$ cat src/rtl/mem_io_ctrl_pkg.sv
// Shared constants for the data-memory / memory-mapped IO controller.
package mem_io_pkg;

  localparam logic [31:0] LED_ADDR_DEF = 32'hFFFFFC60;
  localparam logic [31:0] SEG_ADDR_DEF = 32'hFFFFFC00;
  localparam logic [31:0] SW_ADDR_DEF  = 32'hFFFFFC70;

  // IO lives in the top 1 KiB of the address space: bits [31:10] all set.
  localparam logic [31:0] IO_MASK = 32'hFFFFFC00;

  localparam logic [1:0] S_IDLE    = 2'd0;
  localparam logic [1:0] S_RD_WAIT = 2'd1;
  localparam logic [1:0] S_RD_DONE = 2'd2;

  function automatic logic is_io_addr(input logic [31:0] addr);
    return (addr & IO_MASK) == IO_MASK;
  endfunction

endpackage

$ cat src/rtl/mem_io_ctrl_sync2.sv
// 16-bit two-flop synchronizer for the raw switch inputs.
module sync2 (
  input  logic        clk,
  input  logic        rst,
  input  logic [15:0] d_in,
  output logic [15:0] q_out
);

  logic [15:0] meta_q, meta_d;
  logic [15:0] sync_q, sync_d;

  always_comb begin
    meta_d = d_in;
    sync_d = meta_q;
  end

  always_ff @(posedge clk or posedge rst) begin
    if (rst) begin
      meta_q <= '0;
      sync_q <= '0;
    end else begin
      meta_q <= meta_d;
      sync_q <= sync_d;
    end
  end

  assign q_out = sync_q;

endmodule

$ cat src/rtl/mem_io_ctrl.sv
// Routes CPU loads/stores to BRAM or IO registers, stalls for BRAM read
// latency, and gives the UART loader priority on the BRAM port.
module mem_io_ctrl
  import mem_io_pkg::*;
#(
  parameter int          MEM_RD_LAT = 1,
  parameter int          MEM_AW     = 14,
  parameter logic [31:0] LED_ADDR   = LED_ADDR_DEF,
  parameter logic [31:0] SEG_ADDR   = SEG_ADDR_DEF,
  parameter logic [31:0] SW_ADDR    = SW_ADDR_DEF
) (
  input  logic              clk,
  input  logic              rst,
  input  logic              cpu_req,
  input  logic              cpu_we,
  input  logic [31:0]       cpu_addr,
  input  logic [31:0]       cpu_wdata,
  output logic [31:0]       cpu_rdata,
  output logic              cpu_stall,
  input  logic              ldr_req,
  input  logic [MEM_AW-1:0] ldr_addr,
  input  logic [31:0]       ldr_wdata,
  output logic              ldr_gnt,
  output logic [MEM_AW-1:0] mem_addr,
  output logic              mem_we,
  output logic [31:0]       mem_wdata,
  input  logic [31:0]       mem_rdata,
  input  logic [15:0]       sw_in,
  output logic [15:0]       led_out,
  output logic [31:0]       seg_out
);

  localparam logic [1:0] RD_LAT = MEM_RD_LAT[1:0];

  logic [1:0]  state_q, state_d;
  logic [1:0]  rd_cnt_q, rd_cnt_d;
  logic [31:0] rdata_q, rdata_d;
  logic [15:0] led_q, led_d;
  logic [31:0] seg_q, seg_d;
  logic [15:0] sw_sync;
  logic        is_io;
  logic        unused_addr_bits;

  sync2 u_sw_sync (
    .clk   (clk),
    .rst   (rst),
    .d_in  (sw_in),
    .q_out (sw_sync)
  );

  assign is_io            = is_io_addr(cpu_addr);
  assign unused_addr_bits = ^cpu_addr[1:0];

  always_comb begin
    state_d   = state_q;
    rd_cnt_d  = rd_cnt_q;
    rdata_d   = rdata_q;
    led_d     = led_q;
    seg_d     = seg_q;
    mem_addr  = cpu_addr[MEM_AW+1:2];
    mem_we    = 1'b0;
    mem_wdata = cpu_wdata;
    ldr_gnt   = 1'b0;
    cpu_stall = 1'b0;
    cpu_rdata = '0;
    case (state_q)
      S_IDLE: begin
        // Loader owns the port this cycle; any CPU access is held off and retried.
        if (ldr_req) begin
          mem_addr  = ldr_addr;
          mem_we    = 1'b1;
          mem_wdata = ldr_wdata;
          ldr_gnt   = 1'b1;
          cpu_stall = cpu_req;
        end else if (cpu_req) begin
          if (is_io) begin
            if (cpu_we) begin
              if (cpu_addr == LED_ADDR)      led_d = cpu_wdata[15:0];
              else if (cpu_addr == SEG_ADDR) seg_d = cpu_wdata;
            end else if (cpu_addr == SW_ADDR) begin
              cpu_rdata = {16'b0, sw_sync};
            end
          end else if (cpu_we) begin
            mem_we = 1'b1;
          end else begin
            cpu_stall = 1'b1;
            rd_cnt_d  = 2'd1;
            state_d   = S_RD_WAIT;
          end
        end
      end
      S_RD_WAIT: begin
        cpu_stall = 1'b1;
        if (rd_cnt_q == RD_LAT) begin
          rdata_d = mem_rdata;
          state_d = S_RD_DONE;
        end else begin
          rd_cnt_d = rd_cnt_q + 2'd1;
        end
      end
      S_RD_DONE: begin
        cpu_rdata = rdata_q;
        rd_cnt_d  = 2'd0;
        state_d   = S_IDLE;
      end
      default: state_d = S_IDLE;
    endcase
  end

  always_ff @(posedge clk or posedge rst) begin
    if (rst) begin
      state_q  <= S_IDLE;
      rd_cnt_q <= 2'd0;
      rdata_q  <= '0;
      led_q    <= '0;
      seg_q    <= '0;
    end else begin
      state_q  <= state_d;
      rd_cnt_q <= rd_cnt_d;
      rdata_q  <= rdata_d;
      led_q    <= led_d;
      seg_q    <= seg_d;
    end
  end

  assign led_out = led_q;
  assign seg_out = seg_q;

endmodule

$ cat config.mk
export PLATFORM = sky130hd
export DESIGN_NAME = mem_io_ctrl
export DESIGN_NICKNAME = d
export VERILOG_FILES = /design/src/rtl/mem_io_ctrl_pkg.sv /design/src/rtl/mem_io_ctrl_sync2.sv /design/src/rtl/mem_io_ctrl.sv
export SDC_FILE = /design/constraint.sdc
export NUM_CORES = 1
export LEC_CHECK = 0
export BUFFER_PORTS_ARGS = -buffer_cell sky130_fd_sc_hd__buf_2
export CAP_MARGIN = 25
export CORE_AREA = 3 3 111 113
export DETAILED_ROUTE_END_ITERATION = 8
export DIE_AREA = 0 0 114 116
export PLACE_DENSITY = 0.92
export SETUP_SLACK_MARGIN = 0.05
export SLEW_MARGIN = 20
export SYNTH_ARGS = -nofsm -noshare
export SYNTH_HDL_FRONTEND = slang
export SYNTH_SLANG_ARGS = --single-unit
$ cat constraint.sdc
create_clock -name clk -period 6.11 [get_ports clk]
set_clock_uncertainty 0.05 [all_clocks]
set_input_delay 0.611 -clock clk [delete_from_list [all_inputs] [get_ports clk]]
set_output_delay 0.611 -clock clk [all_outputs]
set_load 0.03 [all_outputs]
==> reports/metrics.yaml <==
ys_top_cells_by_count: "dfrtp_1, mux2_2, a22o_1, and2_1, mux2_4"
htree_levels: 4
first_pass_iters: 5
clk_path_buf_depth: 2
rsz0062_at_grt: "false"
multi_input_area_mm2: 0.00213
cp_max_fo: 16
cts.clk_slew.worst_paths_ns: 0.05
syn_inst: 352
critPathLaunch: "state_q[1]"
netlist.area_leader.share: 0.565
synthTopCellsByArea: "dfrtp_1, mux2_2, mux2_4"
synth_edf_count: 0
grt_max_degree: 77
synth_ff_type: "dfrtp_1"
syn_nets: 520
fmax_mhz: 293
fin_crit_ns: 3.41
finalCritPeriodShare: 0.558
nNetsFinal: 819
ant_nets: 0
end_kind: "primary output"
core.rowCount: 39
grt_pass1_vias: 4379
grt.total_usage: 0.222
cp-start-kind: "flip-flop"
worstPathRequired_ns: 5.45
ctsResizeCount: 0
cts_root_buf: "clkbuf_16"
postSynth.asyncResetShare: 1.00
synthMostInstantiatedCell: "dfrtp_1"
io_pins: 292
dr.first_iter.drc_count: 244
vias: 4178
start_util: 0.450
cap_viol_max_count: 0
powerDensity_mw_per_mm2: 426
post_cts_buffers: 0
internal_power_mw: 2.06
grt_overflow: 0
fp.coreArea_mm2: 0.0114
dieHeight_um: 116
reg2reg_from: "state_q[1]"
synth.yosys.warnings: 0
synth_largest_area_cell: "dfrtp_1"
cp.arrival_ns: 2.75
post-dp-hpwl_mm: 11.4
vias_per_cell: 5.18
status: "completed"
place_area_mm2: 0.00672
tritoncts: "built"
postCtsHoldBufs: 0
hold_viol_final: 0
synth_area_per_cell_um2: 14.6
place.gp.congestion: 0.805
synth_seq_area_share: 0.565
dieArea_mm2: 0.0132
fill_cells: 821
power_frac_seq: 0.309
cts.sinks: 116
slew_viol_final: 0
syn_to_final_growth_pct: 44.1
crit_type: "reg -> out"
pwr-share-comb: 0.350
drc: 0
seqCellArea_mm2: 0.00290
tightest_slew_ns: 0.962
hp-class: "in -> async"
die_w_um: 114
n_antenna_cell: 0
ys_ff_latch: 116
numCtsBuffers: 17
swShare: 0.346
drive_gt1_frac: 0.693
wirelength_mm: 14.9
finalSetupTns_ns: 0
wl_per_cell_um: 18.4
ys_types: 36
clock_latency_ns: 0.41
switchingPower_mw: 1.09
power.total_mw: 3.15
grt_pass1_wl_mm: 22.4
setup_violations: 0
peakVddDrop_v: 0.000438
relSlewSlack: 0.358
p_leak_nw: 3.98
synthesis.area_mm2: 0.00514
io_buffers: 291
antenna_found_initial: 0
fin_area_mm2: 0.00740
clock_power_share: 0.341
## worst paths after layout
check | cells after the start | slack, ns | endpoint
hold / removal | 2 | 0.19 | rdata_q[14]
setup / recovery | 6 | 2.70 | cpu_rdata[6]
min in group clk | 1 | 0.26 | u_sw_sync.meta_q[5]
hold reg to reg | 0 | 0.30 | u_sw_sync.q_out[10]
setup reg to reg | 6 | 3.28 | seg_out[2]
max in group asynchronous | 4 | 4.79 | rdata_q[4]
## layout make-up
cell class | count | area share
clock inverter | 13 | 0.0262
inverter | 8 | 0.00439
timing repair buffer | 296 | 0.205
tap | 143 | 0.0242
sequential | 116 | 0.392
clock buffer | 19 | 0.0612
multi-input combinational | 212 | 0.287
## per-layer routing
metal / up-vias / GRT usage / wire length, um
met4: 0 / 0.0895 / 297
met2: 219 / 0.388 / 7780
met5: - / 0 / 0
met3: 21 / 0.0684 / 1340
met1: 2051 / 0.254 / 5460
li1: 1887 / - / -
## sequential cells by signal (all words and copies together) (netlist names)
| name | cells |
|---|---|
| rdata_q | 32 |
| rd_cnt_q | 2 |
| led_out | 16 |
| seg_out | 32 |
| u_sw_sync.meta_q | 16 |
| u_sw_sync.q_out | 16 |
| state_q | 2 |
## stage by stage
stage          setup slack [ns]  hold WS [ns]   util  cells
3_3_place_gp               2.76         0.282  0.589    774
5_1_grt                    2.49         0.220  0.648    807
6_report                   2.70         0.194  0.648    807
4_1_cts                    2.71         0.197  0.645    806
2_1_floorplan              2.38         0.281      -    352
3_5_place_dp               2.72         0.285  0.589    774
## power by group through the flow
stage	clock network, mW	logic, mW	registers, mW
2_1_floorplan	0	0.812	0.958
3_3_place_gp	0	1.07	0.968
3_5_place_dp	0	1.10	0.981
4_1_cts	1.09	1.11	0.973
5_1_grt	1.13	1.17	0.987
6_report	1.08	1.10	0.975
## logic make-up after synthesis
group,count (synthesis),synth area share
fa+ha+maj,5,0.0122
compound gates,27,0.0414
buf+inv,24,0.0222
mux,127,0.286
flops,116,0.565
simple gates,53,0.0736
## placed cells by master, fill, tap and decap left out, drive strengths merged, types with 2 or more instances in the layout
cell type  Yosys  routed
clkbuf         8      19
a31oi          4       4
ha             5       5
a22o          16      16
nor2           3       3
nand2          7       7
clkinv         0       4
nor4           4       4
nand2b         2       2
and2          16      16
inv            8      12
nand3          2       2
bufinv         0       4
mux2         126     126
nand4b         3       3
o21ai          2       2
dfrtp        116     116
nor3           3       3
nand4          9       9
buf            8     296
## critical path: stages, from the launching register on
cell and delay, ns:
dfrtp_1 0.41, inv_1 0.10, ha_1 0.34, nand4_1 0.20
nor4_4 0.82, a22o_1 0.25, buf_2 0.20
(Power assumes the default switching activity.)
